<file path="src/rtl/ode_memory_responder.sv">
// ode_memory_responder
// Responder side of the step engine's dual-read memory interface. Holds the
// x-vector and step words in a 2^ADDRESS_WIDTH x WORD_SIZE array, accepts host
// writes through a valid/ready handshake and serves two independent read
// ports with one cycle of latency. The array clears itself after reset and on
// a clear pulse, so the step engine never reads undefined contents.
//
// Optional feature: define ODE_MEMORY_WRITE_BYPASS_EN to forward wr_data to a
// read port that reads the address being written at the same edge. Without
// it, such a read returns the old word.
module ode_memory_responder #(
  parameter int WORD_SIZE     = 16,
  parameter int ADDRESS_WIDTH = 4
) (
  input  logic                     clk,
  input  logic                     rst,
  input  logic                     clear,
  output logic                     busy,
  input  logic                     wr_valid,
  output logic                     wr_ready,
  input  logic [ADDRESS_WIDTH-1:0] wr_address,
  input  logic [WORD_SIZE-1:0]     wr_data,
  input  logic                     rd_en1,
  input  logic [ADDRESS_WIDTH-1:0] rd_address1,
  output logic [WORD_SIZE-1:0]     rd_data1,
  output logic                     rd_valid1,
  input  logic                     rd_en2,
  input  logic [ADDRESS_WIDTH-1:0] rd_address2,
  output logic [WORD_SIZE-1:0]     rd_data2,
  output logic                     rd_valid2
);

  localparam int DEPTH = 1 << ADDRESS_WIDTH;

  typedef enum logic {
    CLEAR,
    IDLE
  } state_t;

  state_t                   state;
  logic [ADDRESS_WIDTH-1:0] clear_count;
  logic [WORD_SIZE-1:0]     mem [DEPTH];

  logic                     read_open;
  logic                     write_accept;
  logic                     mem_we;
  logic [ADDRESS_WIDTH-1:0] mem_wa;
  logic [WORD_SIZE-1:0]     mem_wd;
  logic [WORD_SIZE-1:0]     read_word1;
  logic [WORD_SIZE-1:0]     read_word2;

  // Writes and reads are only serviced in IDLE and never in a cycle that
  // starts a clear; reset blocks any commit at the edge it is sampled.
  assign wr_ready     = (state == IDLE) & ~clear;
  assign read_open    = (state == IDLE) & ~clear;
  assign write_accept = wr_valid & wr_ready & ~rst;

  // Select the single array write: the clear sweep owns the port in CLEAR,
  // otherwise an accepted host write uses it.
  always_comb begin
    mem_we = 1'b0;
    mem_wa = wr_address;
    mem_wd = wr_data;
    if (!rst) begin
      if (state == CLEAR) begin
        mem_we = 1'b1;
        mem_wa = clear_count;
        mem_wd = '0;
      end else if (write_accept) begin
        mem_we = 1'b1;
      end
    end
  end

  // Array storage; no reset so it maps onto plain RAM, the clear sweep
  // provides defined contents instead.
  always_ff @(posedge clk) begin
    if (mem_we) begin
      mem[mem_wa] <= mem_wd;
    end
  end

  // Read word for each port, optionally forwarding a same-edge write.
  always_comb begin
    read_word1 = mem[rd_address1];
    read_word2 = mem[rd_address2];
`ifdef ODE_MEMORY_WRITE_BYPASS_EN
    if (write_accept && (wr_address == rd_address1)) begin
      read_word1 = wr_data;
    end
    if (write_accept && (wr_address == rd_address2)) begin
      read_word2 = wr_data;
    end
`endif
  end

  // Clear/idle sequencer: sweeps every address once, then waits in IDLE
  // until a clear pulse; reset always restarts the sweep from address 0.
  always_ff @(posedge clk) begin
    if (rst) begin
      state       <= CLEAR;
      clear_count <= '0;
      busy        <= 1'b1;
    end else begin
      case (state)
        CLEAR: begin
          clear_count <= clear_count + 1'b1;
          if (clear_count == {ADDRESS_WIDTH{1'b1}}) begin
            state <= IDLE;
            busy  <= 1'b0;
          end
        end
        IDLE: begin
          if (clear) begin
            state       <= CLEAR;
            clear_count <= '0;
            busy        <= 1'b1;
          end
        end
        default: begin
          state       <= CLEAR;
          clear_count <= '0;
          busy        <= 1'b1;
        end
      endcase
    end
  end

  // Registered read ports: data is zeroed whenever reads are blocked, and
  // held when the port is simply not enabled.
  always_ff @(posedge clk) begin
    if (rst) begin
      rd_data1  <= '0;
      rd_valid1 <= 1'b0;
      rd_data2  <= '0;
      rd_valid2 <= 1'b0;
    end else if (!read_open) begin
      rd_data1  <= '0;
      rd_valid1 <= 1'b0;
      rd_data2  <= '0;
      rd_valid2 <= 1'b0;
    end else begin
      rd_valid1 <= rd_en1;
      rd_valid2 <= rd_en2;
      if (rd_en1) begin
        rd_data1 <= read_word1;
      end
      if (rd_en2) begin
        rd_data2 <= read_word2;
      end
    end
  end

endmodule

</file>
<file path="config.mk">
export PLATFORM = sky130hd
export DESIGN_NAME = ode_memory_responder
export DESIGN_NICKNAME = d
export VERILOG_FILES = /design/src/rtl/ode_memory_responder.sv
export SDC_FILE = /design/constraint.sdc
export NUM_CORES = 1
export LEC_CHECK = 0
export BUFFER_PORTS_ARGS = -buffer_cell sky130_fd_sc_hd__clkbuf_2
export CORE_UTILIZATION = 66
export CTS_CLUSTER_SIZE = 25
export DETAILED_ROUTE_END_ITERATION = 10
export PLACE_DENSITY = 0.93
export REMOVE_ABC_BUFFERS = 1
export SYNTH_ARGS = -nofsm -noshare
export SYNTH_HDL_FRONTEND = slang
export SYNTH_SLANG_ARGS = --single-unit
</file>
<file path="constraint.sdc">
create_clock -name clk -period 9.3 [get_ports clk]
set_clock_uncertainty 0.05 [all_clocks]
set_input_delay 2.79 -clock clk [delete_from_list [all_inputs] [get_ports clk]]
set_output_delay 2.79 -clock clk [all_outputs]
set_load 0.01 [all_outputs]
</file>
Yosys cells after proc, flatten, opt, wreduce, memory -nomap -nowiden
Memory sizes are Yosys's and may differ from the RTL's. A register that Yosys moved wholly into a read port is not among the register bits.
Cells that the tools add are included.
Storage, ports and cells
  register bits after elaboration: 8
  latch bits: 0
  RAM bits: 256
  ROM bits: 0
  input port bits: 34
  output and inout port bits: 36
  word-level logic and storage cells: 36
  memories kept: 1
Memory list
  mem: words 16, bits a word 16, rd ports 2, clocked after Yosys merged registers in 2, write ports 1, RTL line 42  | logic [WORD_SIZE-1:0] mem [DEPTH];
Cells by class
  add/sub/neg operators: 1
  multipliers: 0
  divide/modulo/power cells: 0
  $lt $le $gt $ge: 0
  eq/ne operators: 3
  shift-type cells: 0
  multiplexer cells: 17
  bitwise operators: 7
  reduce and logical (&&, ||, !) cells: 2
Operator list (number)
  $mux 16: 2
  $mux 4: 3
  $mux 1: 9
  $pmux 4 s2: 1
  $add 4x1->4 const B: 1
  $eq 4x4->1 const B: 1
  $not 1->1: 4
  $pmux 1 s2: 2
  $and 1x1->1: 3
  $ne 2x1->1 const B: 1
  $ne 2x2->1 const B: 1
  $reduce_and 2->1: 1
  $reduce_or 2->1: 1

Depth between registers and ports, before layout
  depth after elaboration: 9
  depth in mapped cells: 7
  mapped depth without buffers: 4

Least setup slack after synthesis
OpenSTA, ideal clock, no wires.
  path kind: input -> output
  start point: in clear
  end point: out wr_ready
  arrival: 3022 ps
  required time: 6460 ps
  slack: 3438 ps
  cell stages on the path: 1
  path through: nor2b_1
Between the ends
  longest elaborated chain between the ends: 2
Ends and longest elaborated chain
  from (decl): RTL line 17  | input logic clear,
  $not 1->1: RTL line 54  | assign wr_ready = (state == IDLE) & ~clear;
  $and 1x1->1: RTL line 54
  to (decl): RTL line 20  | output logic wr_ready,
No other way between the ends.

Worst setup path in the final report
Ends and elaborated chain as after synthesis.

==> key figures <==
Run status
  • Status: completed

Yosys
  • Synth unique cells: 39
  • Cells after Synth: 721
  • Post-synth top area cell: edfxtp_1
  • Average size of a mapped cell: 19.1 sq um
  • Register area share after synthesis: 61.7%
  • Mapped Area: 0.0137 sq mm
  • Main area contributors after synthesis: edfxtp_1, mux4_2, mux4_1
  • Yosys warnings: 0
  • Ys flop type: edfxtp_1
  • Synth async-reset ratio: 0%
  • Register bit count reported by yosys: 296
  • Post-synth EDFFs: 256
  • Share of the synthesized area in the top cell type: 55.9%

Power
  • PD cells: 191 mW/mm^2
  • Worst vdd ir: 0.144 mV
  • Leak: 5.35 nW

CTS
  • Post-CTS sizing: 0
  • Root buffer cell: clkbuf_16
  • Worst skew pair latency: 0.55 ns
  • Clock sink total: 296
  • CTS tree: done
  • Cts hold-fix bufs: 0
  • # Post-CTS Setup Buffers: 0
  • Clock-pin slew on the worst setup and hold paths: 0.06 ns
  • Maximum clock insertion buffer count: 3
  • CTS buffer count: 29
  • Htree depth: 1

Routing
  • Iter 0 DRT Violations: 1121
  • Final wirelength: 36600 microns
  • Vias/cell: 7.64
  • Vias: 8282
  • First-pass DRT Iterations: 5
  • Mean routed wirelength per cell: 33.8 microns
  • Antenna-violating nets left: 0
  • Remaining DRCs: 0

Worst hold path
  • WHS Endpoint: rd_data2[2]$_SDFFE_PP0P_
  • Hold Startpoint: rd_data2[2]$_SDFFE_PP0P_
  • Cell depth of the worst hold path: 2
  • Hold WC Path Type: register to register

Finish
  • Layout cell share with drive strength beyond 1: 35.0%
  • Ant. Diodes: 0
  • Most common cell after layout, fill and taps aside: edfxtp_1
  • Final Core Density: 75.4%
  • Syn-to-layout area delta: 11.4%
  • Commonest non-fill, non-tap cells in the layout: edfxtp_1, mux4_2, clkbuf_2
  • Final nets: 826
  • Filler cells: 1062

Setup path
  • Crit Reg-Reg Startpoint: state$_SDFF_PP0_
  • Setup slack, reg-to-reg: 5.88 ns
  • CP required: 6.46 ns
  • Critical Path End Type: primary output
  • CP Class: input pin to primary output
  • Worst Path Max Fanout: 8
  • Reg-to-Reg End: mem[15][12]$_DFFE_PP_
  • Type of origin of the critical path: input pin
  • WP data arrival: 3.33 ns
  • Reg2Reg Depth: 6

Timing
  • Slew HR: 10.3%
  • Setup TNS Final: 0 ns
  • Final hold slack: 0.422 ns
  • Worst slew pin tran: 1.34 ns
  • Min Tclk post-route: 6.17 ns
  • Final worst path period share: 66.3%
  • Final Hold Viols: 0
  • Finish-stage setup viols: 0
  • Max Slew Vio Count: 0
  • Final WS setup: 3.13 ns
  • FMAX: 162 MHz
  • RSZ-0062 raised after global routing: false

Floorplan
  • Core footprint: 0.0203 sq mm
  • Cell Rows: 52
  • Die Y: 146 microns
  • Chip width: 146 microns
  • Die area: 0.0214 sq mm
  • Initial Utilization: 67.7%
  • I/O Pins: 70

Placement
  • Buffers added on ports: 69
  • HPWL Detailed: 20000 microns
  • Pre-CTS setup slack: 3.15 ns
  • Routability Congestion: 0.753

GRT
  • First-pass GRT wire length: 53700 microns
  • Largest net degree at the start of global routing: 65
  • Initial antenna violation count: 0
  • GRT busiest layer: met2
  • Vias in the first global route: 8560
  • Tot GR Track Use: 34.9%
  • Total grt overflow: 0
  • Met2 usage: 55.9%
  • Grt met1 use: 45.5%
  • Met3 Track Usage GR: 8.03%

Job
  • MaxCap Viol Count: 0
[worst max path at each step]
stage / from / to
2_1_floorplan: clear / wr_ready
3_3_place_gp: clear / wr_ready
3_5_place_dp: clear / wr_ready
4_1_cts: clear / wr_ready
5_1_grt: clear / wr_ready
6_report: clear / wr_ready
[synthesized netlist by cell type, drive strengths merged (2+ instances only)]
library cell / n
inv: 2
nor3b: 5
mux4: 128
a21oi: 5
and2: 2
dfxtp: 40
a22oi: 32
nor2b: 18
buf: 30
mux2: 65
edfxtp: 256
nand2: 38
nand3b: 32
nor2: 23
clkbuf: 22
a31oi: 5
and3: 2
[stage by stage]
step | cells | area (sq um) | total power, W
global placement | 1030 | 14300 | 0.00169
global route | 1084 | 15300 | 0.00298
CTS | 1084 | 15300 | 0.00292
floorplan | 669 | 13400 | 0.00161
detailed placement | 1030 | 14300 | 0.00170
finish | 1084 | 15300 | 0.00292
[cells by family after synthesis]
group | count (synthesis) | share of synthesized area [%]
AOI/OAI and AO/OA | 46 | 2.38
xor gates and xnor gates | 1 | 0.0637
adders and majority gates | 1 | 0.0910
buffers and inverters | 54 | 2.56
DFF | 296 | 61.7
muxes | 194 | 27.9
and+or+nand+nor | 129 | 5.28
[registers in the layout, summed over array words and instances (netlist names)]
signal / flops
rd_valid2: 1
clear_count: 4
busy: 1
mem: 256
rd_data1: 16
rd_valid1: 1
rd_data2: 16
state: 1
[report_power, final]
| group | switching [W] | internal [W] | total, W |
|---|---|---|---|
| registers | 0.0000110 | 0.00146 | 0.00147 |
| logic | 0.000110 | 0.0000955 | 0.000206 |
| clock network | 0.000488 | 0.000752 | 0.00124 |
| total | 0.000609 | 0.00231 | 0.00292 |
[per-layer routing]
layer  wire length, microns  part of all wire, %
met1                  12200                   33
met2                  17600                   48
met3                   4630                   13
met4                   2090                  5.7
met5                      0                    0
[critical path, cell delays in order]
cell and delay [ns]:
clkbuf_2 0.16, nor2b_1 0.21, clkbuf_2 0.17
[cell type report]
type	count	area, sq um	share of cell area [%]
Clock buffer	41	821	5.36
Clock inverter	13	194	1.27
Inverter	2	7.51	0.0490
Multi-Input combinational cell	371	4950	32.3
Sequential cell	296	8490	55.4
Tap cell	270	338	2.21
Timing Repair Buffer	91	515	3.37
Power figures use the tool's default switching activity.
